File: src/rtl/uart_receiver.sv
// uart_receiver: 8-bit asynchronous serial receiver with valid/ready output handshake.
//   Frame: start(0), 8 data bits LSB first, [even parity bit], stop(1).
//   Optional feature macro: UART_RX_PARITY_EN (defined -> parity bit expected and checked).
// Ports:
//   clk        system clock, rising edge
//   rst        synchronous active-high reset
//   rx         asynchronous serial line, idle high
//   rx_data    last accepted byte
//   rx_valid   rx_data/frame_err/parity_err hold an unconsumed frame
//   rx_ready   consumer accepts the frame when rx_valid && rx_ready
//   frame_err  stop bit of the held frame sampled low
//   parity_err parity check of the held frame failed (0 when parity compiled out)
//   overrun    one-cycle pulse when a completed frame is dropped
module uart_receiver #(
  parameter int unsigned CLK_FREQ  = 50_000_000,
  parameter int unsigned BAUD_RATE = 9600
) (
  input  logic       clk,
  input  logic       rst,
  input  logic       rx,
  input  logic       rx_ready,
  output logic [7:0] rx_data,
  output logic       rx_valid,
  output logic       frame_err,
  output logic       parity_err,
  output logic       overrun
);

  localparam int unsigned BIT_DELAY  = CLK_FREQ / BAUD_RATE;
  localparam int unsigned HALF_DELAY = BIT_DELAY / 2;
  localparam int unsigned CNT_W      = $clog2(BIT_DELAY + 1);
  localparam logic [CNT_W-1:0] BIT_LAST  = CNT_W'(BIT_DELAY - 1);
  localparam logic [CNT_W-1:0] HALF_LAST = CNT_W'(HALF_DELAY - 1);

  typedef enum logic [2:0] {
    S_IDLE,
    S_START,
    S_DATA,
`ifdef UART_RX_PARITY_EN
    S_PARITY,
`endif
    S_STOP,
    S_WAIT_IDLE
  } state_t;

  state_t           state;
  logic             rx_s1;
  logic             rx_sync;
  logic [CNT_W-1:0] clk_cnt;
  logic [2:0]       bit_cnt;
  logic [7:0]       shift_reg;
  logic             frame_par_err_c;

`ifdef UART_RX_PARITY_EN
  logic par_bit;
  // Even parity: data bits plus parity bit must XOR to zero.
  assign frame_par_err_c = (^shift_reg) ^ par_bit;
`else
  assign frame_par_err_c = 1'b0;
`endif

  // Synchronizer, receive FSM and output holding register.
  always_ff @(posedge clk) begin
    if (rst) begin
      rx_s1      <= 1'b1;
      rx_sync    <= 1'b1;
      state      <= S_IDLE;
      clk_cnt    <= '0;
      bit_cnt    <= '0;
      shift_reg  <= '0;
      rx_data    <= '0;
      rx_valid   <= 1'b0;
      frame_err  <= 1'b0;
      parity_err <= 1'b0;
      overrun    <= 1'b0;
`ifdef UART_RX_PARITY_EN
      par_bit    <= 1'b0;
`endif
    end else begin
      rx_s1   <= rx;
      rx_sync <= rx_s1;
      overrun <= 1'b0;

      // Handshake clears valid; a frame completing this same cycle overrides below.
      if (rx_valid && rx_ready) rx_valid <= 1'b0;

      case (state)
        S_IDLE: begin
          if (!rx_sync) begin
            state   <= S_START;
            clk_cnt <= '0;
            bit_cnt <= '0;
          end
        end

        // Recheck the line at the middle of the start bit to reject glitches.
        S_START: begin
          if (clk_cnt == HALF_LAST) begin
            clk_cnt <= '0;
            state   <= rx_sync ? S_IDLE : S_DATA;
          end else begin
            clk_cnt <= clk_cnt + CNT_W'(1);
          end
        end

        S_DATA: begin
          if (clk_cnt == BIT_LAST) begin
            clk_cnt   <= '0;
            shift_reg <= {rx_sync, shift_reg[7:1]};
            bit_cnt   <= bit_cnt + 3'd1;
            if (bit_cnt == 3'd7) begin
`ifdef UART_RX_PARITY_EN
              state <= S_PARITY;
`else
              state <= S_STOP;
`endif
            end
          end else begin
            clk_cnt <= clk_cnt + CNT_W'(1);
          end
        end

`ifdef UART_RX_PARITY_EN
        S_PARITY: begin
          if (clk_cnt == BIT_LAST) begin
            clk_cnt <= '0;
            par_bit <= rx_sync;
            state   <= S_STOP;
          end else begin
            clk_cnt <= clk_cnt + CNT_W'(1);
          end
        end
`endif

        // Frame completes here; a held, unconsumed frame wins over the new one.
        S_STOP: begin
          if (clk_cnt == BIT_LAST) begin
            clk_cnt <= '0;
            state   <= rx_sync ? S_IDLE : S_WAIT_IDLE;
            if (!rx_valid || rx_ready) begin
              rx_data    <= shift_reg;
              frame_err  <= ~rx_sync;
              parity_err <= frame_par_err_c;
              rx_valid   <= 1'b1;
            end else begin
              overrun <= 1'b1;
            end
          end else begin
            clk_cnt <= clk_cnt + CNT_W'(1);
          end
        end

        // A low line after a bad stop bit (break) must not start a new frame.
        S_WAIT_IDLE: begin
          if (rx_sync) state <= S_IDLE;
        end

        default: state <= S_IDLE;
      endcase
    end
  end

endmodule

File: config.mk
export PLATFORM = sky130hd
export DESIGN_NAME = uart_receiver
export DESIGN_NICKNAME = d
export VERILOG_FILES = /design/src/rtl/uart_receiver.sv
export SDC_FILE = /design/constraint.sdc
export NUM_CORES = 1
export LEC_CHECK = 0
export BUFFER_PORTS_ARGS = -buffer_cell sky130_fd_sc_hd__buf_2
export CAP_MARGIN = 20
export CORE_ASPECT_RATIO = 0.8
export CORE_MARGIN = 4
export CORE_UTILIZATION = 30
export DETAILED_ROUTE_END_ITERATION = 10
export GPL_TIMING_DRIVEN = 0
export SETUP_SLACK_MARGIN = 0.05
export SLEW_MARGIN = 30
export SYNTH_ARGS = -nofsm -noshare
export SYNTH_HDL_FRONTEND = slang
export SYNTH_SLANG_ARGS = --single-unit
File: constraint.sdc
create_clock -name clk -period 6.2 [get_ports clk]
set_clock_uncertainty 0.05 [all_clocks]
set_input_delay 0.31 -clock clk [delete_from_list [all_inputs] [get_ports clk]]
set_output_delay 0.31 -clock clk [all_outputs]
set_load 0.02 [all_outputs]
==> flow_summary.ini <==
[run_status]
outcome = complete, no violations

[pwr]
peakVddDrop_uv = 108
cellLeakagePower_nw = 0.871
powerDensity_nw_per_um2 = 237
total_power_w = 0.000486

[setup_path]
worstPathRequired_ns = 6.32
reg2reg_from = clk_cnt[0]
path_max_fanout = 10
critPathSlowestCell = or4b_4
cp-start-kind = flip-flop
path_cells = ha_1, or4b_4, nor4_4, o21bai_1, buf_2, buf_2, a22oi_1, nor2_1
crit_family = simple AND/OR/NAND/NOR gates
max_stage_delay_ns = 0.50
reg2regPathDepth = 8
worst-path-stages = 8
path_class = reg -> reg
crit_start = clk_cnt[0]
cpMostUsedCell = buf_2
critPathArrivalTime_ns = 2.56
end_kind = flip-flop
crit_buf_inv = 2

[final_layout]
largest_register_ffs = 13
drive_above_1_share_pct = 14.9
nFillCells = 601
num-nets-final = 228
ff_latch_area_um2 = 801
syn_to_final_growth_pct = 15.7
fin_util_pct = 36.8
antenna_cells = 0
multi_input_area_um2 = 912

[routing]
wirelength_mm = 3.72
ant_nets = 0
drt-initial-drc-count = 92
route.vias.total = 1455
post_drt_wl_per_cell_um = 12.4
viasPerCell = 4.85
drc_errors = 0
first_pass_iters = 5

[clock_network]
cts.htree.levels = 2
post_cts_buffers = 0
clockBufferDepth = 2
cts_tree = done
path_clk_slew_ns = 0.07
clock_latency_ns = 0.29
cts_buffers = 5
ctsResizeCount = 0
cts_hold_buf = 0
clkSinkCount = 40
cts_root_buf = clkbuf_8

[yosys]
synth_ff_type = dfxtp_1
synth_edf_count = 0
synthCells = 200
yosys_warnings = 0
ys_seq_area_share_pct = 45.1
synth_top_area_share_pct = 45.1
synth_area_um2 = 1780
synth_area_leaders = dfxtp_1 (45%), mux2i_1 (10%), nor2_1 (6.1%), nand2_1 (4.9%), nand3_1 (3.7%)
synth_top_area_cell = dfxtp_1
synthMostInstantiatedCell = dfxtp_1
synth.distinct_cells = 36
async_reset_ff_share_pct = 0
synth_commonest_cells = dfxtp_1 (40), nor2_1 (29), nand2_1 (23), mux2i_1 (18), nand3_1 (13)
syn_area_per_cell_um2 = 8.88
syn_nets = 207
ys_seq_elements = 40

[sta]
fin_crit_ns = 2.44
slew_headroom_pct = 63.8
finalSetupTns_ns = 0
setup_ws_ns = 3.76
tightest_slew_ns = 0.542
drv_slew = 0
period_share_pct = 39.3
rsz0062_at_grt = false
hold_viol = 0
fmax_mhz = 411
setup_viol = 0

[run]
maxCapViolations = 0

[grt]
antenna_found_initial = 0
overflow = 0
grt_pass1_wl_mm = 6.28
grt_pass1_vias = 1266
track_usage_pct = 11.1
grt_max_degree = 14

[placed_design]
port_buffers = 14
dpl_worst_slack_ns = 3.78
gp_congestion = 0.786
dp_hpwl_mm = 2.60

[floorplanning]
die_area_um2 = 7220
start_util_pct = 31.8
num_rows = 24
core_area_um2 = 5590
die_y_um = 76.8
dieWidth_um = 94.0
num_io_pins = 16

[worst_hold_path]
hold_depth = 2
hold_path.class = in -> reg
hold_start = rx
worst paths after layout:
check                                   to  slack (ns)
worst max-delay path            clk_cnt[1]        3.76
worst max register to register  clk_cnt[1]        3.76
worst min register to register     rx_sync        0.36
worst min-delay path                 rx_s1        0.15
through the flow:
| step | std cells | area [um^2] | hold WS, ns |
|---|---|---|---|
| after global routing | 300 | 2050 | 0.143 |
| after detailed placement | 292 | 1940 | 0.347 |
| after floorplan | 200 | 1780 | 0.339 |
| after CTS | 300 | 2050 | 0.152 |
| final | 300 | 2050 | 0.154 |
| after global placement | 292 | 1940 | 0.344 |
layout by cell type (no fill, tap or decap), types with 4 or more instances in the layout:
| cell | instances |
|---|---|
| dfxtp_1 | 40 |
| nor2_1 | 29 |
| nand2_1 | 23 |
| buf_2 | 19 |
| mux2i_1 | 18 |
| nand3_1 | 13 |
| a31oi_1 | 9 |
| a21oi_1 | 7 |
| clkbuf_1 | 6 |
| nand3b_1 | 5 |
| clkbuf_8 | 5 |
| nor3_1 | 4 |
kinds of logic after synthesis:
logic type	after synthesis	synth area share, %
AND/OR/NAND/NOR	99	29.5
flip-flops	40	45.1
AO/OA/AOI/OAI	21	7.26
multiplexers	19	10.8
buffers and inverters	14	3.52
adder cells (fa/ha/maj)	3	2.11
XOR/XNOR	3	1.48
other	1	0.211
where the power goes:
group / leakage, nW / switching, W / internal [W]
logic: 0.494 / 0.0000115 / 0.00000494
clock network: 0.0541 / 0.0000920 / 0.000119
registers: 0.323 / 0.000000909 / 0.000258
total: 0.871 / 0.000104 / 0.000382
cell type report:
cell class	instances	area share, %
multi-input cells	146	44.4
flip-flops and latches	40	39.0
well taps	78	4.75
repair buffers	14	3.41
clock buffers	5	3.35
plain buffers	12	2.68
clock inverters	3	2.07
inverters	2	0.365
per-layer routing:
layer / wire length, um / track usage [%] / vias to the layer above
met5: 0 / 0 / -
met4: 51 / 4.33 / 0
met3: 237 / 4.11 / 4
met2: 1510 / 14.5 / 41
met1: 1920 / 16.1 / 673
li1: - / - / 737
worst register-to-register path, delay by kind of cell, from the launching register on:
| kind | cells | cell delay (ns) |
|---|---|---|
| AO/OA/AOI/OAI | 2 | 0.30 |
| flip-flops | 1 | 0.38 |
| buffers and inverters | 2 | 0.44 |
| AND/OR/NAND/NOR | 3 | 0.86 |
| adder cells (fa/ha/maj) | 1 | 0.28 |
(Power assumes the default switching activity.)
